`src/rtl/square_judge_ms.sv`:
```
// Square-wave classifier: counts thresholded edges over a window of valid samples,
// rejects glitches by spacing rules and reports edge count, width range and a verdict.
module square_judge_ms #(
  parameter int DW       = 18,
  parameter int CW       = 16,
  parameter int WIN      = 6000,
  parameter int MIN_GAP  = 25,
  parameter int MIN_OPP  = 100,
  parameter int EDGE_NUM = 30
) (
  input  logic          clk,
  input  logic          rst,
  input  logic          start,
  input  logic [DW-1:0] din,
  input  logic          din_valid,
  input  logic [DW-1:0] thresh,
  output logic          busy,
  output logic          done,
  output logic          is_square,
  output logic [CW-1:0] edge_cnt,
  output logic [CW-1:0] min_width,
  output logic [CW-1:0] max_width
);

  typedef enum logic [1:0] {IDLE, ARM, MEAS, DONE} state_t;

  localparam logic [CW-1:0] WIN_C   = CW'(WIN);
  localparam logic [CW-1:0] GAP_C   = CW'(MIN_GAP);
  localparam logic [CW-1:0] OPP_C   = CW'(MIN_OPP);
  localparam logic [CW-1:0] EDGE_C  = CW'(EDGE_NUM);
  localparam logic [CW-1:0] ONE_C   = 1;
  localparam logic [DW:0]   ONE_D   = 1;

  state_t        state;
  logic [DW-1:0] thresh_l;
  logic [DW-1:0] prev;
  logic [CW-1:0] k;

  logic          s1_valid;
  logic          s1_last;
  logic [DW:0]   s1_diff;
  logic [CW-1:0] s1_k;
  logic          s2_last;

  logic          have_raw_r, have_raw_f, have_val_r, have_val_f;
  logic [CW-1:0] raw_ts_r, raw_ts_f, val_ts_r, val_ts_f;
  logic [CW-1:0] edge_acc, min_acc, max_acc;

  logic [CW-1:0] k_next;
  logic [DW:0]   mag;
  logic          rising, raw_edge, valid_edge, rec_width;
  logic          same_have, opp_have;
  logic [CW-1:0] same_ts, opp_ts, width;

  // Stage-2 classification of the registered step
  always_comb begin
    k_next     = k + ONE_C;
    mag        = s1_diff[DW] ? (~s1_diff + ONE_D) : s1_diff;
    rising     = ~s1_diff[DW];
    raw_edge   = s1_valid && (s1_diff != '0) && (mag >= {1'b0, thresh_l});
    same_have  = rising ? have_raw_r : have_raw_f;
    same_ts    = rising ? raw_ts_r : raw_ts_f;
    opp_have   = rising ? have_val_f : have_val_r;
    opp_ts     = rising ? val_ts_f : val_ts_r;
    valid_edge = raw_edge && (!same_have || ((s1_k - same_ts) > GAP_C));
    width      = s1_k - opp_ts;
    rec_width  = valid_edge && opp_have && (width > OPP_C);
  end

  always_ff @(posedge clk) begin
    if (rst) begin
      state      <= IDLE;
      busy       <= 1'b0;
      done       <= 1'b0;
      is_square  <= 1'b0;
      edge_cnt   <= '0;
      min_width  <= '1;
      max_width  <= '0;
      thresh_l   <= '0;
      prev       <= '0;
      k          <= '0;
      s1_valid   <= 1'b0;
      s1_last    <= 1'b0;
      s1_diff    <= '0;
      s1_k       <= '0;
      s2_last    <= 1'b0;
      have_raw_r <= 1'b0;
      have_raw_f <= 1'b0;
      have_val_r <= 1'b0;
      have_val_f <= 1'b0;
      raw_ts_r   <= '0;
      raw_ts_f   <= '0;
      val_ts_r   <= '0;
      val_ts_f   <= '0;
      edge_acc   <= '0;
      min_acc    <= '1;
      max_acc    <= '0;
    end else begin
      done <= 1'b0;
      if (start) begin
        // Restart discards any in-flight window but leaves published results alone
        state      <= ARM;
        busy       <= 1'b1;
        thresh_l   <= thresh;
        k          <= '0;
        s1_valid   <= 1'b0;
        s1_last    <= 1'b0;
        s2_last    <= 1'b0;
        have_raw_r <= 1'b0;
        have_raw_f <= 1'b0;
        have_val_r <= 1'b0;
        have_val_f <= 1'b0;
        edge_acc   <= '0;
        min_acc    <= '1;
        max_acc    <= '0;
      end else begin
        case (state)
          IDLE: ;
          ARM: begin
            if (din_valid) begin
              prev  <= din;
              state <= MEAS;
            end
          end
          MEAS: begin
            if (din_valid && (k != WIN_C)) begin
              k        <= k_next;
              s1_diff  <= {din[DW-1], din} - {prev[DW-1], prev};
              prev     <= din;
              s1_valid <= 1'b1;
              s1_k     <= k_next;
              s1_last  <= (k_next == WIN_C);
            end else begin
              s1_valid <= 1'b0;
              s1_last  <= 1'b0;
            end
            s2_last <= s1_last;
            if (raw_edge) begin
              if (rising) begin
                have_raw_r <= 1'b1;
                raw_ts_r   <= s1_k;
              end else begin
                have_raw_f <= 1'b1;
                raw_ts_f   <= s1_k;
              end
            end
            if (valid_edge) begin
              if (edge_acc != '1) edge_acc <= edge_acc + ONE_C;
              if (rising) begin
                have_val_r <= 1'b1;
                val_ts_r   <= s1_k;
              end else begin
                have_val_f <= 1'b1;
                val_ts_f   <= s1_k;
              end
            end
            if (rec_width) begin
              if (width < min_acc) min_acc <= width;
              if (width > max_acc) max_acc <= width;
            end
            if (s2_last) begin
              edge_cnt  <= edge_acc;
              min_width <= min_acc;
              max_width <= max_acc;
              is_square <= (edge_acc > EDGE_C);
              done      <= 1'b1;
              busy      <= 1'b0;
              state     <= DONE;
            end
          end
          DONE: state <= IDLE;
          default: state <= IDLE;
        endcase
      end
    end
  end

endmodule

```
`config.mk`:
```
export PLATFORM = sky130hd
export DESIGN_NAME = square_judge_ms
export DESIGN_NICKNAME = d
export VERILOG_FILES = /design/src/rtl/square_judge_ms.sv
export SDC_FILE = /design/constraint.sdc
export NUM_CORES = 1
export LEC_CHECK = 0
export CORE_MARGIN = 8
export CORE_UTILIZATION = 50
export CTS_CLUSTER_SIZE = 24
export DETAILED_ROUTE_END_ITERATION = 8
export PLACE_DENSITY = 0.72
export SYNTH_ARGS = -nofsm -noshare
export SYNTH_HDL_FRONTEND = slang
export SYNTH_SLANG_ARGS = --single-unit
export TNS_END_PERCENT = 50
```
`constraint.sdc`:
```
create_clock -name clk -period 5.7 [get_ports clk]
set_clock_uncertainty 0.1 [all_clocks]
set_input_delay 0.57 -clock clk [delete_from_list [all_inputs] [get_ports clk]]
set_output_delay 0.57 -clock clk [all_outputs]
set_load 0.02 [all_outputs]
```
==> impl_metrics.csv <==
group,metric,value,unit
floorplanning,start_util,50.60,%
pwr,vdd_drop_max,0.2163,mV
global_routing,overflow,0,
synth,syn_nets,1790,
global_routing,grt_pass1_vias,11240,
critical_path,crit_top_cell,"buf_4",
clocking,cts.sinks,259,
critical_path,reg2reg_from,"s1_diff[18]",
critical_path,path_class,"reg2reg",
cells_and_area,fin_cells,2109,
sta,final.setup.tns,0,ns
drt,vias,11890,
cells_and_area,final_cell_mix,"dfxtp_1, nand2_1, nor2_1",
synth,synth-edff-count,0,
critical_path,reg2regPathDepth,16,
synth,ys_async_sr_fraction,0,%
sta,report.final.hold_viol_count,0,
drt,wl_met2,15530,um
drt,ant_nets,0,
pwr,leakage,6.582,nW
worst_hold_path,hold_path.class,"in2reg",
critical_path,cp_slowest_stage_delay,0.65,ns
synth,syn-cell-area,14020,um^2
critical_path,crit_path_end_kind,"flip-flop",
synth,postSynthCellCount,1643,
pwr,finalPower,4.228,mW
critical_path,arrival,5.48,ns
status,status,"complete, no violations",
clocking,clkTransAtPathRegs,0.06,ns
synth,yosys_register_bits,259,
sta,rsz0062_at_grt,"false",
critical_path,critical_path.top_delay_family,"compound AO/OA/AOI/OAI gates",
floorplanning,design.portCount,91,
cells_and_area,antenna_cells,0,
global_routing,grt_pass1_wl,55900,um
drt,met3_length,1792,um
critical_path,cp_max_fo,28,
sta,tightest_slew,1.052,ns
sta,setup_viol,0,
worst_hold_path,hold_end,"raw_ts_r[9]",
pwr,p_int,3.252,mW
worst_hold_path,holdPathStages,2,
clocking,htree_num_levels,1,
cells_and_area,final_common_cell,"dfxtp_1",
drt,drc,0,
global_routing,antenna_found_initial,0,
sta,max_freq,195.9,MHz
critical_path,r2r_setup_slack,0.59,ns
clocking,cts.path.max_buffers,3,
pwr,switching_power,975.9,uW
clocking,cts_resized,0,
critical_path,worst_setup_path_start_kind,"flip-flop",
pwr,swShare,23.08,%
floorplanning,fp.dieW,183.5,um
drt,drt-met1-wl,15980,um
sta,relSlewSlack,29.72,%
pwr,seq_power_share,43.4,%
place,io_buffers,90,
cells_and_area,drive_above_1_share,5.661,%
drt,first_iter_violations,820,
global_routing,grtUsageTotal,19.72,%
floorplanning,core_region_area,27710,um^2
clocking,holdBufCountCts,0,
sta,drv_slew,0,
drt,via_per_inst,5.636,
clocking,clock-root-buffer,"clkbuf_16",
pwr,p_per_area,258.7,nW/um^2
critical_path,cp_num_buf_inv,4,
clocking,cts_tree,"yes",
sta,post-route-min-period,5.106,ns
place,place.gp.congestion,0.9106,
sta,post-route-period-util,89.57,%
drt,totalWireLength,34350,um
floorplanning,dieArea,33650,um^2
worst_hold_path,hold_start,"rst",
critical_path,regToRegEndpoint,"min_acc[11]",
floorplanning,fp.dieH,183.5,um
pwr,combPwrFrac,7.9,%
floorplanning,num_rows,61,
synth,syn-mean-instance-area,8.533,um^2
flow_run,max-cap-violations,0,
synth,synth_seq_area_share,36.98,%
place,hpwl,24920,um
clocking,clock_latency,0.55,ns
critical_path,required,6.07,ns
synth,yosys_warnings,0,
drt,drt_first_pass_iters,6,
pwr,clock_power_share,48.7,%
synth,yosysUniqueCellTypes,76,
drt,wire_per_inst,16.29,um
synth,synth_ff_type,"dfxtp_1",
cells_and_area,utilization,59.00,%
cells_and_area,num-nets-final,1856,
clocking,post_cts_buffers,0,
clocking,cts_made_buffers,29,
critical_path,cp_cell_sequence,"buf_4 -> buf_4 -> mux2_2 -> ha_1 -> inv_1 -> fa_1 -> a211oi_1 -> nor2_1 -> o21ai_0 -> a21oi_1 -> xor2_1 -> or4b_1 -> o2111a_1 -> and2_1 -> buf_4 -> o211ai_1",
critical_path,crit_slowest_cell,"or4b_1",
place,placedCellCount,2056,
global_routing,grt_max_degree,74,
cells_and_area,syn2layout_area_growth,16.60,%
drt,top_layer_used,"met4",
-- metrics by stage --
stage	instance area, um^2	hold WS (ns)	worst slack (ns)
2_1_floorplan	14020	0.3313	0.3083
3_3_place_gp	15280	0.3345	0.8216
3_5_place_dp	15280	0.3449	0.6895
4_1_cts	16350	0.3237	0.6605
5_1_grt	16350	0.3515	0.1667
6_report	16350	0.3463	0.5943
-- routing by layer --
| metal | up-vias | global-route usage [%] |
|---|---|---|
| li1 | 5970 | - |
| met5 | - | 0 |
| met1 | 5537 | 26.14 |
| met4 | 0 | 6.213 |
| met3 | 63 | 2.549 |
| met2 | 317 | 32.88 |
-- worst max path at each step --
stage	from	endpoint	slack (ns)	cells after the start
6_report	s1_diff[18]	min_acc[11]	0.59	16
5_1_grt	s1_diff[18]	max_acc[15]	0.17	20
4_1_cts	s1_diff[18]	min_acc[11]	0.66	16
3_5_place_dp	s1_diff[18]	min_acc[11]	0.69	16
3_3_place_gp	s1_diff[18]	min_acc[12]	0.82	15
2_1_floorplan	s1_diff[18]	min_acc[10]	0.31	23
-- sequential cells by signal (all words and copies together), names as in the netlist, 16 cells and up --
signal,cells
s1_k,16
max_acc,16
s1_diff,19
k,16
max_width,16
prev,18
min_width,16
raw_ts_f,16
thresh_l,18
edge_cnt,16
raw_ts_r,16
val_ts_f,16
edge_acc,16
val_ts_r,16
min_acc,16
-- power by group through the flow --
stage	Clock, mW	Sequential [mW]	Combinational [mW]
after global routing	2.16	1.84	0.369
final	2.06	1.83	0.335
after global placement	0	1.87	0.324
after floorplan	0	1.87	0.235
after CTS	2.09	1.83	0.334
after detailed placement	0	1.87	0.332
-- cell type report --
| type | instances | area, um^2 |
|---|---|---|
| sequential | 259 | 5186 |
| fill | 2458 | 11360 |
| clock buffer | 39 | 833.3 |
| inverter | 103 | 386.6 |
| timing repair buffer | 115 | 1081 |
| clock inverter | 14 | 237.7 |
| multi-input combinational | 1201 | 8149 |
| tap | 378 | 473.0 |
-- cell families (layout without fill, tap and decap cells) --
| family | after synthesis | count (layout) | synth area share (%) |
|---|---|---|---|
| simple gates | 513 | 513 | 16.86 |
| fa+ha+maj | 107 | 107 | 9.710 |
| mux | 133 | 133 | 9.540 |
| buf+inv | 183 | 271 | 4.989 |
| flops | 259 | 259 | 36.98 |
| xor+xnor | 66 | 66 | 4.123 |
| compound gates | 382 | 382 | 17.80 |
-- synth_stat cells (all sizes together), types with 3 or more instances --
cell | n | area share, %
a211oi | 39 | 2.1
a21o | 18 | 0.96
a21oi | 117 | 4.2
a22o | 15 | 0.94
a311oi | 5 | 0.44
a31oi | 14 | 0.62
and2 | 7 | 0.31
and3 | 11 | 0.49
and4 | 3 | 0.19
buf | 14 | 0.46
clkbuf | 66 | 1.8
dfxtp | 259 | 37
fa | 3 | 0.43
ha | 104 | 9.3
inv | 103 | 2.8
mux2 | 5 | 0.40
mux2i | 128 | 9.1
nand2 | 170 | 4.6
nand2b | 12 | 0.54
nand3 | 51 | 1.8
nand3b | 4 | 0.21
nand4 | 19 | 0.85
nor2 | 159 | 4.3
nor2b | 8 | 0.36
nor3 | 13 | 0.54
nor4 | 12 | 0.54
o2111a | 3 | 0.24
o2111ai | 6 | 0.37
o211a | 3 | 0.21
o211ai | 15 | 0.80
o21a | 16 | 0.86
o21ai | 76 | 2.7
o221ai | 3 | 0.19
o22ai | 3 | 0.13
o31a | 7 | 0.44
o31ai | 15 | 0.80
or2 | 4 | 0.18
or3 | 22 | 0.98
or4 | 10 | 0.54
xnor2 | 39 | 2.4
xor2 | 27 | 1.7
-- worst register-to-register path, cell delays in order (launching register included) --
cell	delay, ns
dfxtp_2	0.49
buf_4	0.43
buf_4	0.41
mux2_2	0.22
ha_1	0.16
inv_1	0.06
fa_1	0.40
a211oi_1	0.41
nor2_1	0.12
o21ai_0	0.35
a21oi_1	0.13
xor2_1	0.17
or4b_1	0.65
o2111a_1	0.29
and2_1	0.27
buf_4	0.22
o211ai_1	0.15
Note: power is estimated with default switching activity, not from simulation.
